**src/rtl/fifo_pkg.sv**
```systemverilog
// fifo_pkg: shared FIFO pointer widths and Gray/binary conversion helpers
package fifo_pkg;
  localparam int ADDR_WIDTH_DEF = 3;
  typedef logic [31:0] word_t;
  function automatic int ptr_width(int aw);
    return aw + 1;
  endfunction
  function automatic word_t bin2gray(word_t b);
    return b ^ (b >> 1);
  endfunction
  function automatic word_t gray2bin(word_t g);
    word_t b;
    b = g;
    for (int i = 30; i >= 0; i--) b[i] = b[i+1] ^ g[i];
    return b;
  endfunction
endpackage

```
**src/rtl/fifo_wr_ctrl_if.sv**
```systemverilog
// fifo_wr_ctrl_if: write-side controller signals; W_AFULL exists only with FIFO_WR_AFULL_EN
interface fifo_wr_ctrl_if import fifo_pkg::*; #(parameter int ADDR_WIDTH = ADDR_WIDTH_DEF);
  localparam int PW = ptr_width(ADDR_WIDTH);
  logic                  W_INC;
  logic [PW-1:0]         RQ2_PTR;
  logic [ADDR_WIDTH-1:0] W_ADDR;
  logic [PW-1:0]         W_PTR;
  logic                  W_CLKEN;
  logic                  W_FULL;
  logic                  OVF_ERR;
`ifdef FIFO_WR_AFULL_EN
  logic                  W_AFULL;
  modport master (input W_INC, RQ2_PTR, output W_ADDR, W_PTR, W_CLKEN, W_FULL, OVF_ERR, W_AFULL);
  modport slave (output W_INC, RQ2_PTR, input W_ADDR, W_PTR, W_CLKEN, W_FULL, OVF_ERR, W_AFULL);
`else
  modport master (input W_INC, RQ2_PTR, output W_ADDR, W_PTR, W_CLKEN, W_FULL, OVF_ERR);
  modport slave (output W_INC, RQ2_PTR, input W_ADDR, W_PTR, W_CLKEN, W_FULL, OVF_ERR);
`endif
endinterface

```
**src/rtl/fifo_gray2bin.sv**
```systemverilog
// fifo_gray2bin: converts a synchronized Gray pointer back to binary
module fifo_gray2bin import fifo_pkg::*; #(parameter int W = 4) (
  input  logic [W-1:0] gray,
  output logic [W-1:0] bin
);
  assign bin = W'(gray2bin(word_t'(gray)));
endmodule

```
**src/rtl/fifo_wr_ctrl.sv**
```systemverilog
// fifo_wr_ctrl: async FIFO write-pointer/full controller
// Define FIFO_WR_AFULL_EN to add the registered almost-full flag W_AFULL.
module fifo_wr_ctrl import fifo_pkg::*; #(
  parameter int ADDR_WIDTH   = ADDR_WIDTH_DEF,
  parameter int AFULL_THRESH = 2
) (
  input logic            CLK,
  input logic            RST,
  fifo_wr_ctrl_if.master wif
);
  localparam int PW = ptr_width(ADDR_WIDTH);
  localparam int DEPTH = 1 << ADDR_WIDTH;
  localparam logic [PW-1:0] MSB2 = {2'b11, {(PW-2){1'b0}}};
  if (AFULL_THRESH < 1 || AFULL_THRESH >= DEPTH) begin : g_bad_thresh
    $error("AFULL_THRESH out of range");
  end
  logic [PW-1:0] wbin, wbin_nxt, wgray_nxt;
  logic          full_nxt;
  // Full when the next write pointer has lapped the reader by exactly one depth
  always_comb begin
    wbin_nxt  = wbin + PW'(wif.W_INC & ~wif.W_FULL);
    wgray_nxt = PW'(bin2gray(word_t'(wbin_nxt)));
    full_nxt  = wgray_nxt == (wif.RQ2_PTR ^ MSB2);
  end
  assign wif.W_ADDR  = wbin[ADDR_WIDTH-1:0];
  assign wif.W_CLKEN = wif.W_INC & ~wif.W_FULL & ~RST;
  always_ff @(posedge CLK) begin
    if (RST) begin
      wbin        <= '0;
      wif.W_PTR   <= '0;
      wif.W_FULL  <= 1'b0;
      wif.OVF_ERR <= 1'b0;
    end else begin
      wbin        <= wbin_nxt;
      wif.W_PTR   <= wgray_nxt;
      wif.W_FULL  <= full_nxt;
      wif.OVF_ERR <= wif.OVF_ERR | (wif.W_INC & wif.W_FULL);
    end
  end
`ifdef FIFO_WR_AFULL_EN
  localparam logic [PW-1:0] AFULL_LVL = PW'(DEPTH - AFULL_THRESH);
  logic [PW-1:0] rbin, level;
  fifo_gray2bin #(.W(PW)) u_g2b (.gray(wif.RQ2_PTR), .bin(rbin));
  assign level = wbin_nxt - rbin;
  always_ff @(posedge CLK) begin
    if (RST) wif.W_AFULL <= 1'b0;
    else wif.W_AFULL <= level >= AFULL_LVL;
  end
`endif
endmodule

```
**src/flat_wrapper.sv**
```systemverilog
// flat-port wrapper written by rule: the top's interface ports become plain ports
module fifo_wr_ctrl_flat import fifo_pkg::*;
#(
  parameter int ADDR_WIDTH   = ADDR_WIDTH_DEF,
  parameter int AFULL_THRESH = 2
)
  (CLK, RST, wif_W_INC, wif_RQ2_PTR, wif_W_ADDR, wif_W_PTR, wif_W_CLKEN, wif_W_FULL, wif_OVF_ERR);
  fifo_wr_ctrl_if #(.ADDR_WIDTH(ADDR_WIDTH)) wif_i ();
  input logic CLK;
  input logic RST;
  input wire logic [$bits(wif_i.W_INC)-1:0] wif_W_INC;
  input wire logic [$bits(wif_i.RQ2_PTR)-1:0] wif_RQ2_PTR;
  output wire logic [$bits(wif_i.W_ADDR)-1:0] wif_W_ADDR;
  output wire logic [$bits(wif_i.W_PTR)-1:0] wif_W_PTR;
  output wire logic [$bits(wif_i.W_CLKEN)-1:0] wif_W_CLKEN;
  output wire logic [$bits(wif_i.W_FULL)-1:0] wif_W_FULL;
  output wire logic [$bits(wif_i.OVF_ERR)-1:0] wif_OVF_ERR;
  assign wif_i.W_INC = wif_W_INC;
  assign wif_i.RQ2_PTR = wif_RQ2_PTR;
  assign wif_W_ADDR = wif_i.W_ADDR;
  assign wif_W_PTR = wif_i.W_PTR;
  assign wif_W_CLKEN = wif_i.W_CLKEN;
  assign wif_W_FULL = wif_i.W_FULL;
  assign wif_OVF_ERR = wif_i.OVF_ERR;
  fifo_wr_ctrl #(.ADDR_WIDTH(ADDR_WIDTH), .AFULL_THRESH(AFULL_THRESH)) u_core (.CLK(CLK), .RST(RST), .wif(wif_i));
endmodule
```
**config.mk**
```make
export PLATFORM = sky130hd
export DESIGN_NAME = fifo_wr_ctrl_flat
export DESIGN_NICKNAME = d
export VERILOG_FILES = /design/src/rtl/fifo_pkg.sv /design/src/rtl/fifo_wr_ctrl_if.sv /design/src/rtl/fifo_gray2bin.sv /design/src/rtl/fifo_wr_ctrl.sv /design/src/flat_wrapper.sv
export SDC_FILE = /design/constraint.sdc
export NUM_CORES = 1
export LEC_CHECK = 0
export CAP_MARGIN = 20
export CELL_PAD_IN_SITES_DETAIL_PLACEMENT = 1
export CELL_PAD_IN_SITES_GLOBAL_PLACEMENT = 2
export CORE_UTILIZATION = 26
export CTS_BUF_LIST = sky130_fd_sc_hd__clkbuf_8
export DETAILED_ROUTE_END_ITERATION = 6
export PLACE_DENSITY = 0.75
export SYNTH_ARGS = -nofsm -noshare
export SYNTH_HDL_FRONTEND = slang
export SYNTH_SLANG_ARGS = --single-unit
```
**constraint.sdc**
```tcl
create_clock -name CLK -period 2.2 [get_ports CLK]
set_clock_uncertainty 0.05 [all_clocks]
set_input_delay 0.44 -clock CLK [delete_from_list [all_inputs] [get_ports CLK]]
set_output_delay 0.44 -clock CLK [all_outputs]
set_load 0.02 [all_outputs]
```
; Word level (Yosys, flattened, before mapping)
; Index checks and enable logic that the tools add are counted.
[totals]
ff_bits = 10
inputBits = 7
output_inout_bits = 10
elab_cells = 16
[op_classes]
n_addsub = 1
eq_ne = 1
bitwise_logic = 10
[ops]
columns = op, count
row1 = adder 4 bit, 1
row2 = AND 1 x 4 -> 4 bit, 1
row3 = == test 4 bit, 1
row4 = inverter 1 -> 4 bit, 1
row5 = XOR 4 x 3 -> 4 bit, 1
row6 = AND 1 bit, 3
row7 = inverter 1 bit, 2
row8 = inverter 2 bit, 1
row9 = OR 1 bit, 1

; Depth between registers and ports, before layout
[depth]
word_depth = 5
ltp_mapped = 6
mapped_depth_nobuf = 6

; Least setup slack after synthesis
; Ideal clock, no wire load.
[synth_timing]
kind = in2reg
from = input port wif_W_INC
to = register u_core.wif.W_FULL
setup_time_ps = 92
arrival_time_ps = 1738
required_ps = 2058
path_slack_ps = 320
stages = 6
path_buffers = 0
path_cell_list = nor2b_1 -> ha_1 -> ha_1 -> xnor3_1 -> xnor2_1 -> nor4_1
[synth_via]
elab_chain_cells = 4
[synth_rtl]
columns = item, line
row1 = start: declaration, flat_wrapper.sv:11  ; input wire logic [$bits(wif_i.W_INC)-1:0] wif_W_INC;
row2 = AND 1 x 4 -> 4 bit, fifo_wr_ctrl.sv:21  ; wbin_nxt = wbin + PW'(wif.W_INC & ~wif.W_FULL);
row3 = adder 4 bit, fifo_wr_ctrl.sv:21
row4 = XOR 4 x 3 -> 4 bit, fifo_pkg.sv:9  ; return b ^ (b >> 1);
row5 = == test 4 bit, fifo_wr_ctrl.sv:23  ; full_nxt = wgray_nxt == (wif.RQ2_PTR ^ MSB2);
row6 = end signal: assignment, fifo_wr_ctrl.sv:36  ; wif.W_FULL <= full_nxt;
row7 = end: declaration, fifo_wr_ctrl_if.sv:16  ; modport master (input W_INC, RQ2_PTR, output W_ADDR, W_PTR, W_CLKEN, W_FULL, OVF_ERR);
; No other way between the ends.
; A chain may end at the register's enable or synchronous reset.

; Worst setup path after layout
; Ends and elaborated chain as after synthesis.

==> results.sh <==
export IMPL_dr_total_vias=356
export IMPL_antenna_fix_cells=0
export IMPL_final_instance_count_excl_fill=83
export IMPL_synth_area_mux_share_pct=0
export IMPL_hold_violations=0
export IMPL_synth_xor_area_share_pct=32.16
export IMPL_ff_latch_area_um2=180.2
export IMPL_grt_pass1_vias=352
export IMPL_area_of_the_core_mm2=0.001524
export IMPL_drt_iter0_markers=3
export IMPL_flow_area_growth_from_synthesis_pct=79.82
export IMPL_hold_depth=2
export IMPL_layout_drive_gt1_share_pct=28.36
export IMPL_grt_usage_pct=12.11
export IMPL_hold_path_class="reg2reg"
export IMPL_ys_seq_elements=9
export IMPL_synthSimpleGateAreaFrac_pct=15.20
export IMPL_synth_seq_area_share_pct=42.11
export IMPL_global_route_wire_length_before_repair_um=1511
export IMPL_numPortBuffers=16
export IMPL_worst_slew_pin_transition_ps=245.8
export IMPL_timing_rr_start="u_core.wif.W_FULL"
export IMPL_clock_sinks=9
export IMPL_antenna_left=0
export IMPL_power_density_mw_per_mm2=703.8
export IMPL_grt_setup_unrepaired="false"
export IMPL_fill_cells=168
export IMPL_antenna_found_initial=0
export IMPL_cp_data_required_time_ps=2300
export IMPL_buffer_depth_of_the_longest_clock_path=2
export IMPL_worst_endpoint_arrival_ps=2180
export IMPL_critPathMaxFanout=3
export IMPL_cts_reportedPaths_clkPinSlew_ps=50
export IMPL_synth_adder_area_share_pct=5.848
export IMPL_totalNegativeSetupSlack_ps=0
export IMPL_setup_violations_final=0
export IMPL_placedCellCount=76
export IMPL_post_drt_wl_per_cell_um=11.43
export IMPL_timing_hold_worst_endpoint="u_core.wif.OVF_ERR"
export IMPL_dr_pass1_iters=2
export IMPL_cts_hold_repair_buffers=0
export IMPL_timing_max_cap_violations=0
export IMPL_maximum_number_of_pins_on_one_net_before_global_route_repair=10
export IMPL_multi_input_comb_area_um2=290.3
export IMPL_clk_root_buffer_cell="sky130_fd_sc_hd__clkbuf_8"
export IMPL_irDropWorstVdd_v=0.0002750
export IMPL_layout_nets=77
export IMPL_power_leakage_nw=0.3205
export IMPL_synthesis_yosys_warnings=0
export IMPL_remaining_drc_errors=0
export IMPL_timing_max_slew_rel_slack_pct=83.59
export IMPL_htree_num_levels=1
export IMPL_max_freq_mhz=481.0
export IMPL_num_rows=14
export IMPL_tritoncts="built"
export IMPL_post_dp_hpwl_um=654.6
export IMPL_hp_start="u_core.wif.OVF_ERR"
export IMPL_design_portCount=17
export IMPL_final_cycle_share_pct=94.51
export IMPL_worst_hold_slack_ps=429.6
export IMPL_endpoint_kind="flop"
export IMPL_placement_setup_worst_slack_ps=-242.1
export IMPL_design_die_area_mm2=0.001812
export IMPL_grt_remaining_overflow=0
export IMPL_yosysUniqueCellTypes=13
export IMPL_dominant_combinational_cell_family_by_area_after_synthesis="XOR/XNOR gates"
export IMPL_slew_viol_final=0
export IMPL_outcome="finished, final reports clean"
export IMPL_insertion_delay_ps=240
export IMPL_detail_routed_via_count_per_cell=4.289
export IMPL_avgSynthCellArea_um2=11.26
export IMPL_syn_cell_area_um2=427.9
export IMPL_finalWirelength_um=949
export IMPL_width_of_the_chip_um=42.57
export IMPL_finalWorstSetupSlack_ps=120.8
export IMPL_gp_routability_congestion=0.6880
export IMPL_setup_worst_path_start_class="primary input"
export IMPL_cts_buffers=3
export IMPL_worstRegToRegCells=6
export IMPL_syn_instance_count=38
export IMPL_fin_crit_ps=2079
export IMPL_r2r_setup_slk_ps=460
export IMPL_critPathKind="in2reg"
export IMPL_postLayoutCoreUtil_pct=50.49
export IMPL_synth_fp_nets=47
export IMPL_compound_gate_fraction_of_synth_area_pct=3.801
export IMPL_dieHeight_um=42.57
export IMPL_initial_utilization_pct=28.08
export IMPL_crit_reg2reg_capture="u_core.wif.W_FULL"
-- per-stage QoR --
step / total power [mW] / area (µm²)
CTS: 0.5521 / 748.2
finish: 0.5416 / 769.5
floorplan: 0.2635 / 427.9
global route: 0.5716 / 769.5
global placement: 0.3243 / 656.9
detailed placement: 0.3257 / 656.9
-- flip-flops by register name, indices dropped and copies added (netlist names) --
register,count
u_core.wbin,3
u_core.wif.W_PTR,4
u_core.wif.OVF_ERR,1
u_core.wif.W_FULL,1
-- cell usage in the layout, fill, tap and decap left out --
| cell | synthesis | routed |
|---|---|---|
| sky130_fd_sc_hd__a21boi_2 | 1 | 1 |
| sky130_fd_sc_hd__a21oi_1 | 1 | 1 |
| sky130_fd_sc_hd__buf_4 | 0 | 10 |
| sky130_fd_sc_hd__clkbuf_8 | 0 | 3 |
| sky130_fd_sc_hd__clkdlybuf4s50_1 | 0 | 15 |
| sky130_fd_sc_hd__dfxtp_1 | 9 | 9 |
| sky130_fd_sc_hd__dlygate4sd2_1 | 0 | 1 |
| sky130_fd_sc_hd__ha_4 | 0 | 2 |
| sky130_fd_sc_hd__inv_1 | 0 | 1 |
| sky130_fd_sc_hd__nand2b_1 | 1 | 1 |
| sky130_fd_sc_hd__nand3_1 | 1 | 1 |
| sky130_fd_sc_hd__nor2_1 | 6 | 6 |
| sky130_fd_sc_hd__nor2b_1 | 4 | 3 |
| sky130_fd_sc_hd__nor2b_4 | 0 | 1 |
| sky130_fd_sc_hd__nor4_2 | 0 | 1 |
| sky130_fd_sc_hd__xnor2_1 | 6 | 6 |
| sky130_fd_sc_hd__xnor3_1 | 3 | 3 |
| sky130_fd_sc_hd__xor2_1 | 2 | 1 |
| sky130_fd_sc_hd__xor2_2 | 0 | 1 |
-- power breakdown --
part	switching, mW	internal (mW)
Clock	0.0701	0.122
Combinational	0.0615	0.101
Sequential	0.00992	0.177
-- worst max-delay path, stage by stage --
cell,delay (ps)
sky130_fd_sc_hd__clkdlybuf4s50_1,480
sky130_fd_sc_hd__nor2b_4,170
sky130_fd_sc_hd__ha_4,150
sky130_fd_sc_hd__ha_4,150
sky130_fd_sc_hd__xnor3_1,420
sky130_fd_sc_hd__xnor2_1,160
sky130_fd_sc_hd__nor4_2,200
-- cell families after synthesis --
group	Yosys count
compound gates	2
flops	9
fa+ha+maj	2
xor+xnor	11
buf+inv	1
simple gates	13
-- layout make-up --
class / count / area share [%]
clock buffer: 3 / 5.366
tap: 16 / 2.602
timing repair buffer: 26 / 30.41
sequential: 9 / 23.41
multi-input combinational: 28 / 37.72
clock inverter: 1 / 0.4878
-- Yosys cell counts --
master                     n  area, µm²
sky130_fd_sc_hd__nor4_1    1      6.260
sky130_fd_sc_hd__a21oi_1   1      5.000
sky130_fd_sc_hd__xnor2_1   6      52.55
sky130_fd_sc_hd__nand2b_1  1      6.260
sky130_fd_sc_hd__ha_1      2      25.02
sky130_fd_sc_hd__dfxtp_1   9      180.2
sky130_fd_sc_hd__a21boi_2  1      11.26
sky130_fd_sc_hd__xnor3_1   3      67.56
sky130_fd_sc_hd__xor2_1    2      17.52
sky130_fd_sc_hd__nor2_1    6      22.52
sky130_fd_sc_hd__nand3_1   1      5.000
sky130_fd_sc_hd__clkbuf_1  1      3.750
sky130_fd_sc_hd__nor2b_1   4      25.02
-- per-layer routing --
layer / vias up / routed length (µm) / share of wire (%) / track usage, %
met2: 12 / 435 / 46 / 18.15
met5: - / 0 / 0 / 0
met3: 4 / 52 / 5.5 / 5.172
met4: 0 / 31 / 3.3 / 9.375
li1: 180 / - / - / -
met1: 160 / 429 / 45 / 13.30
-- worst max-delay path by stage --
stage,from,cells after the start,endpoint,slack [ps]
floorplan,wif_W_INC,6,u_core.wif.W_FULL,320
global placement,wif_W_INC,7,u_core.wif.W_FULL,-220
detailed placement,wif_W_INC,7,u_core.wif.W_FULL,-240
CTS,wif_W_INC,7,u_core.wif.W_FULL,20
global route,wif_W_INC,7,u_core.wif.W_FULL,30
finish,wif_W_INC,7,u_core.wif.W_FULL,120
-- timing repair --
| action | CTS | global route |
|---|---|---|
| setup buffers | 2 | 1 |
| pin swaps | 5 | 5 |
| endpoints found under the setup margin | 2 | 1 |
| hold endpoints to repair | 0 | 0 |
| gates resized for setup | 6 | 2 |
Power figures use the tool's default switching activity.
